==> src/rtl/display_pkg.sv <==
// Shared types and segment constants for the 4-digit multiplexed 7-segment display.
package display_pkg;
    typedef logic [3:0] bcd_t;
    typedef logic [1:0] slot_t;

    localparam logic [6:0] SEG_OFF   = 7'b1111111;
    localparam logic [6:0] SEG_DASH  = 7'b0111111;
    localparam logic [3:0] ANODE_OFF = 4'b1111;

    // Active-high {g,f,e,d,c,b,a}; codes 10..15 light only g (dash).
    localparam logic [15:0][6:0] SEG_TABLE = {
        7'h40, 7'h40, 7'h40, 7'h40, 7'h40, 7'h40,
        7'h6F, 7'h7F, 7'h07, 7'h7D, 7'h6D, 7'h66, 7'h4F, 7'h5B, 7'h06, 7'h3F
    };
endpackage

==> src/rtl/bcd_to_7seg.sv <==
// Combinational BCD to active-low 7-segment pattern; codes above 9 show a dash.
module bcd_to_7seg
    import display_pkg::*;
(
    input  bcd_t       digit,
    output logic [6:0] seg
);
    assign seg = (digit > 4'd9) ? SEG_DASH : ~SEG_TABLE[digit];
endmodule

==> src/rtl/display_7seg_mux.sv <==
// Latches four BCD digits on ready and time-multiplexes them onto a common-anode display.
// Define LEADING_ZERO_BLANK_EN to blank leading zeros (units digit always shown).
module display_7seg_mux
    import display_pkg::*;
#(
    parameter int REFRESH_DIV = 27000
) (
    input  logic       clk,
    input  logic       rst,
    input  bcd_t       unidades_input,
    input  bcd_t       decenas_input,
    input  bcd_t       centenas_input,
    input  bcd_t       millares_input,
    input  logic       ready,
    output logic [3:0] anodo_output,
    output logic [6:0] segmentos_output
);
    localparam int PW = (REFRESH_DIV > 2) ? $clog2(REFRESH_DIV) : 1;

    logic [PW-1:0]   presc, presc_nxt;
    bcd_t [3:0]      digits, digits_nxt;
    slot_t           slot, slot_nxt;
    logic            tick;
    logic            blank;
    logic [6:0]      seg_sel;

    assign tick = (presc == PW'(REFRESH_DIV - 1));

    always_comb begin
        digits_nxt = ready ? {millares_input, centenas_input, decenas_input, unidades_input}
                           : digits;
        presc_nxt  = tick ? '0 : presc + PW'(1);
        slot_nxt   = slot + slot_t'(tick);
    end

`ifdef LEADING_ZERO_BLANK_EN
    logic [3:0] lz;
    // lz[k]: digit k and every higher digit are zero.
    always_comb begin
        lz[3] = (digits_nxt[3] == 4'd0);
        lz[2] = lz[3] && (digits_nxt[2] == 4'd0);
        lz[1] = lz[2] && (digits_nxt[1] == 4'd0);
        lz[0] = 1'b0;
        blank = lz[slot_nxt];
    end
`else
    assign blank = 1'b0;
`endif

    bcd_to_7seg u_dec (
        .digit (digits_nxt[slot_nxt]),
        .seg   (seg_sel)
    );

    // Outputs are registered from the next-state view so new data/slot appear one edge later.
    always_ff @(posedge clk or negedge rst) begin
        if (!rst) begin
            digits           <= '0;
            presc            <= '0;
            slot             <= '0;
            anodo_output     <= ANODE_OFF;
            segmentos_output <= SEG_OFF;
        end else begin
            digits           <= digits_nxt;
            presc            <= presc_nxt;
            slot             <= slot_nxt;
            anodo_output     <= blank ? ANODE_OFF : ~(4'b0001 << slot_nxt);
            segmentos_output <= blank ? SEG_OFF : seg_sel;
        end
    end
endmodule
==> config.mk <==
export PLATFORM = sky130hd
export DESIGN_NAME = display_7seg_mux
export DESIGN_NICKNAME = d
export VERILOG_FILES = /design/src/rtl/display_pkg.sv /design/src/rtl/bcd_to_7seg.sv /design/src/rtl/display_7seg_mux.sv
export SDC_FILE = /design/constraint.sdc
export NUM_CORES = 1
export LEC_CHECK = 0
export CAP_MARGIN = 20
export CORE_UTILIZATION = 58
export DETAILED_ROUTE_END_ITERATION = 16
export PLACE_DENSITY_LB_ADDON = 0.05
export SKIP_CTS_REPAIR_TIMING = 1
export SLEW_MARGIN = 10
export SYNTH_ARGS = -nofsm -noshare
export SYNTH_HDL_FRONTEND = slang
export SYNTH_SLANG_ARGS = --single-unit
==> constraint.sdc <==
create_clock -name clk -period 6.75 [get_ports clk]
set_input_delay 1.6875 -clock clk [delete_from_list [all_inputs] [get_ports clk]]
set_output_delay 1.6875 -clock clk [all_outputs]
set_load 0.01 [all_outputs]
==> impl_metrics.toml <==
[status]
status = "complete, no violations"

[layout]
final_nets = 222
fillCellCount = 254
drive_above_1_share_pct = 19.59
areaGrowthSynthToFinish_pct = 16.47
antenna-diode-count = 0
fin_cells = 240

[floorplan]
start_util_pct = 61.42
die_y_um = 61.92
die_area_sq_um = 3833
fp.dieW_um = 61.92
floorplan.io_pins = 30
placement_rows = 21
coreArea_sq_um = 3390

[routing]
drt_wl_total_um = 3488
vias_per_cell = 5.413
wire_per_inst_um = 14.53
detail_route.drc_violations = 0
routed-via-count = 1299
dr.pass1.iters = 4
detailedRoute.firstIterationViolations = 67
antenna_violating_nets_post_route = 0

[grt]
grt_util_all_layers_pct = 21.07
grt_antenna_before_repair = 0
global_route.overflow_total = 0
grt_first_pass_wirelength_um = 5616
grt_pass1_vias = 1262
grt_max_degree = 45

[sta]
slew_limit_fails = 0
timing.final.crit_period_ns = 4.277
slew-limit-headroom_pct = 38.16
grt_setup_unrepaired = "no"
final-setup-viol-count = 0
period_utilization_pct = 63.37
finalClockSkew_ns = 0.01217
maxClockFrequency_mhz = 233.8
setup_total_negative_slack_ns = 0
max_slew.worst_pin.slew_ns = 0.9276
timing_hold_violations_final = 0

[worst_setup_path]
crit_type = "primary input to flop"
path_max_fanout = 16
worstPathArrival_ns = 4.56
crit_path_end_kind = "flop"
cp.required_ns = 7.03
critPathLaunchType = "primary input"

[synthesis]
post_synthesis_register_bit_count = 44
proportion_of_register_bits_with_asynchronous_set_or_reset_after_synthesis_pct = 100.0
ys_seq_area_share_pct = 53.55
synth_largest_area_cell = "sky130_fd_sc_hd__dfrtp_1"
ys_types = 35
cells_after_synthesis = 162
number_of_flops_mapped_to_enable_cells_by_yosys = 0
synth.top_cell.area_share_pct = 39.66
syn-cell-area_sq_um = 2082
cell_types_with_the_largest_area_share_after_synthesis = "sky130_fd_sc_hd__dfrtp_1 40%, sky130_fd_sc_hd__dfstp_2 14%, sky130_fd_sc_hd__ha_1 6.0%"
syn-mean-instance-area_sq_um = 12.85
ys_warns = 0
synth.net_count = 191
synth_flop_cell = "sky130_fd_sc_hd__dfrtp_1"

[clock_network]
cts.clk_slew.worst_paths_ns = 0.12
ctsRootBufferMaster = "sky130_fd_sc_hd__clkbuf_4"
clkLatencyLatePin_ns = 0.36
cts_tree = "built"
cts.htree.levels = 2
cts_inserted_buffers = 5
cts_buffer_depth = 2
tritoncts_num_sinks = 44

[power_and_ir_drop]
powerDensity_nw_per_um2 = 200.7
power.static_leakage_uw = 0.001035
ir_drop_uv = 174.2

[placed_design]
placedCellCount = 232
place_hpwl_um = 2577
weighted_congestion_reported_at_the_end_of_routability_driven_placement = 0.8549
port-buffer-count = 29

[worst_hold_path]
min-delay-path-class = "flop to flop"

[job]
drv_cap = 0
## cells in the mapped netlist, types with 5 or more instances
cell type,count
sky130_fd_sc_hd__xnor2_1,7
sky130_fd_sc_hd__dfrtp_1,33
sky130_fd_sc_hd__dfstp_2,11
sky130_fd_sc_hd__nor2_1,15
sky130_fd_sc_hd__nand2_1,7
sky130_fd_sc_hd__ha_1,10
sky130_fd_sc_hd__mux2_2,11
sky130_fd_sc_hd__nor3_1,7
sky130_fd_sc_hd__inv_1,9
sky130_fd_sc_hd__nand3_1,5
sky130_fd_sc_hd__xor2_1,5
## power by group
group	total (uW)	internal, uW	switching [uW]
registers	289	285	3.90
logic	77.4	40.6	36.8
clock network	121	40.7	80.0
## logic make-up (layout without fill, tap and decap cells)
family	Yosys count	count (layout)	share of synthesized area, %
AOI/OAI and AO/OA	10	10	3.245
xor gates and xnor gates	13	13	5.829
adders and majority gates	10	10	6.010
buffers and inverters	14	46	4.026
DFF	44	44	53.55
muxes	21	21	14.18
and+or+nand+nor	50	50	13.16
## worst paths after layout
kind                       startpoint                   to  slack [ns]  depth (start not counted)
max in group asynchronous         rst             presc[1]        4.72                          1
min in group asynchronous         rst            presc[13]        1.46                          1
hold reg to reg              presc[0]             presc[0]        0.50                          1
hold / removal               presc[0]             presc[0]        0.50                          1
setup / recovery                ready  segmentos_output[0]        2.47                          8
setup reg to reg             presc[0]  segmentos_output[0]        2.56                         12
## through the flow
step                      cell area, sq um  hold slack [ns]  setup slack [ns]  utilization, %  power (uW)
final                                 2425           0.5000             2.473           71.54       486.6
after global routing                  2425           0.5206             2.285           71.54       508.2
after CTS                             2425           0.4935             2.481           71.54       493.2
after detailed placement              2375           0.4770             2.098           70.06       372.2
after global placement                2375           0.4682             2.241           70.06       368.2
after floorplan                       2082           0.4474             3.163               -       337.2
## sequential cells by signal (all words and copies together) (netlist names)
signal and flops:
anodo_output 4, presc 15, digits 16, slot 2, segmentos_output 7
## cell type report
| class | instances | area (sq um) | share of cell area [%] |
|---|---|---|---|
| Clock buffer | 7 | 45.04 | 1.858 |
| Clock inverter | 1 | 5.005 | 0.2064 |
| Inverter | 9 | 33.78 | 1.393 |
| Multi-Input combinational cell | 104 | 883.3 | 36.43 |
| Sequential cell | 44 | 1115 | 45.98 |
| Tap cell | 46 | 57.56 | 2.374 |
| Timing Repair Buffer | 29 | 285.3 | 11.76 |
## layer usage
metal  up-vias  part of all wire, %  track usage [%]
li1        627                    -                -
met1       641                   45            26.27
met2        24                   50            35.48
met3         7                  3.4            5.590
met4         0                  1.6            7.619
met5         -                    0                0
## critical path: stages
cell and delay [ns]:
sky130_fd_sc_hd__clkdlybuf4s50_1 0.97, sky130_fd_sc_hd__mux2_2 0.43, sky130_fd_sc_hd__mux4_2 0.60, sky130_fd_sc_hd__inv_1 0.17, sky130_fd_sc_hd__ha_1 0.20, sky130_fd_sc_hd__nor2_1 0.10, sky130_fd_sc_hd__nor4b_4 0.30, sky130_fd_sc_hd__nor3_1 0.11
## layout by cell type (no fill, tap or decap), types with 4 or more instances in the layout
cell,n
sky130_fd_sc_hd__dfrtp_1,33
sky130_fd_sc_hd__clkdlybuf4s50_1,28
sky130_fd_sc_hd__nor2_1,15
sky130_fd_sc_hd__mux2_2,11
sky130_fd_sc_hd__dfstp_2,11
sky130_fd_sc_hd__ha_1,10
sky130_fd_sc_hd__inv_1,9
sky130_fd_sc_hd__nand2_1,7
sky130_fd_sc_hd__nor3_1,7
sky130_fd_sc_hd__xnor2_1,7
sky130_fd_sc_hd__nand3_1,5
sky130_fd_sc_hd__xor2_1,5
sky130_fd_sc_hd__clkbuf_4,5
sky130_fd_sc_hd__mux4_2,4
sky130_fd_sc_hd__mux2i_1,4
sky130_fd_sc_hd__a211oi_1,4
(Power assumes the default switching activity.)
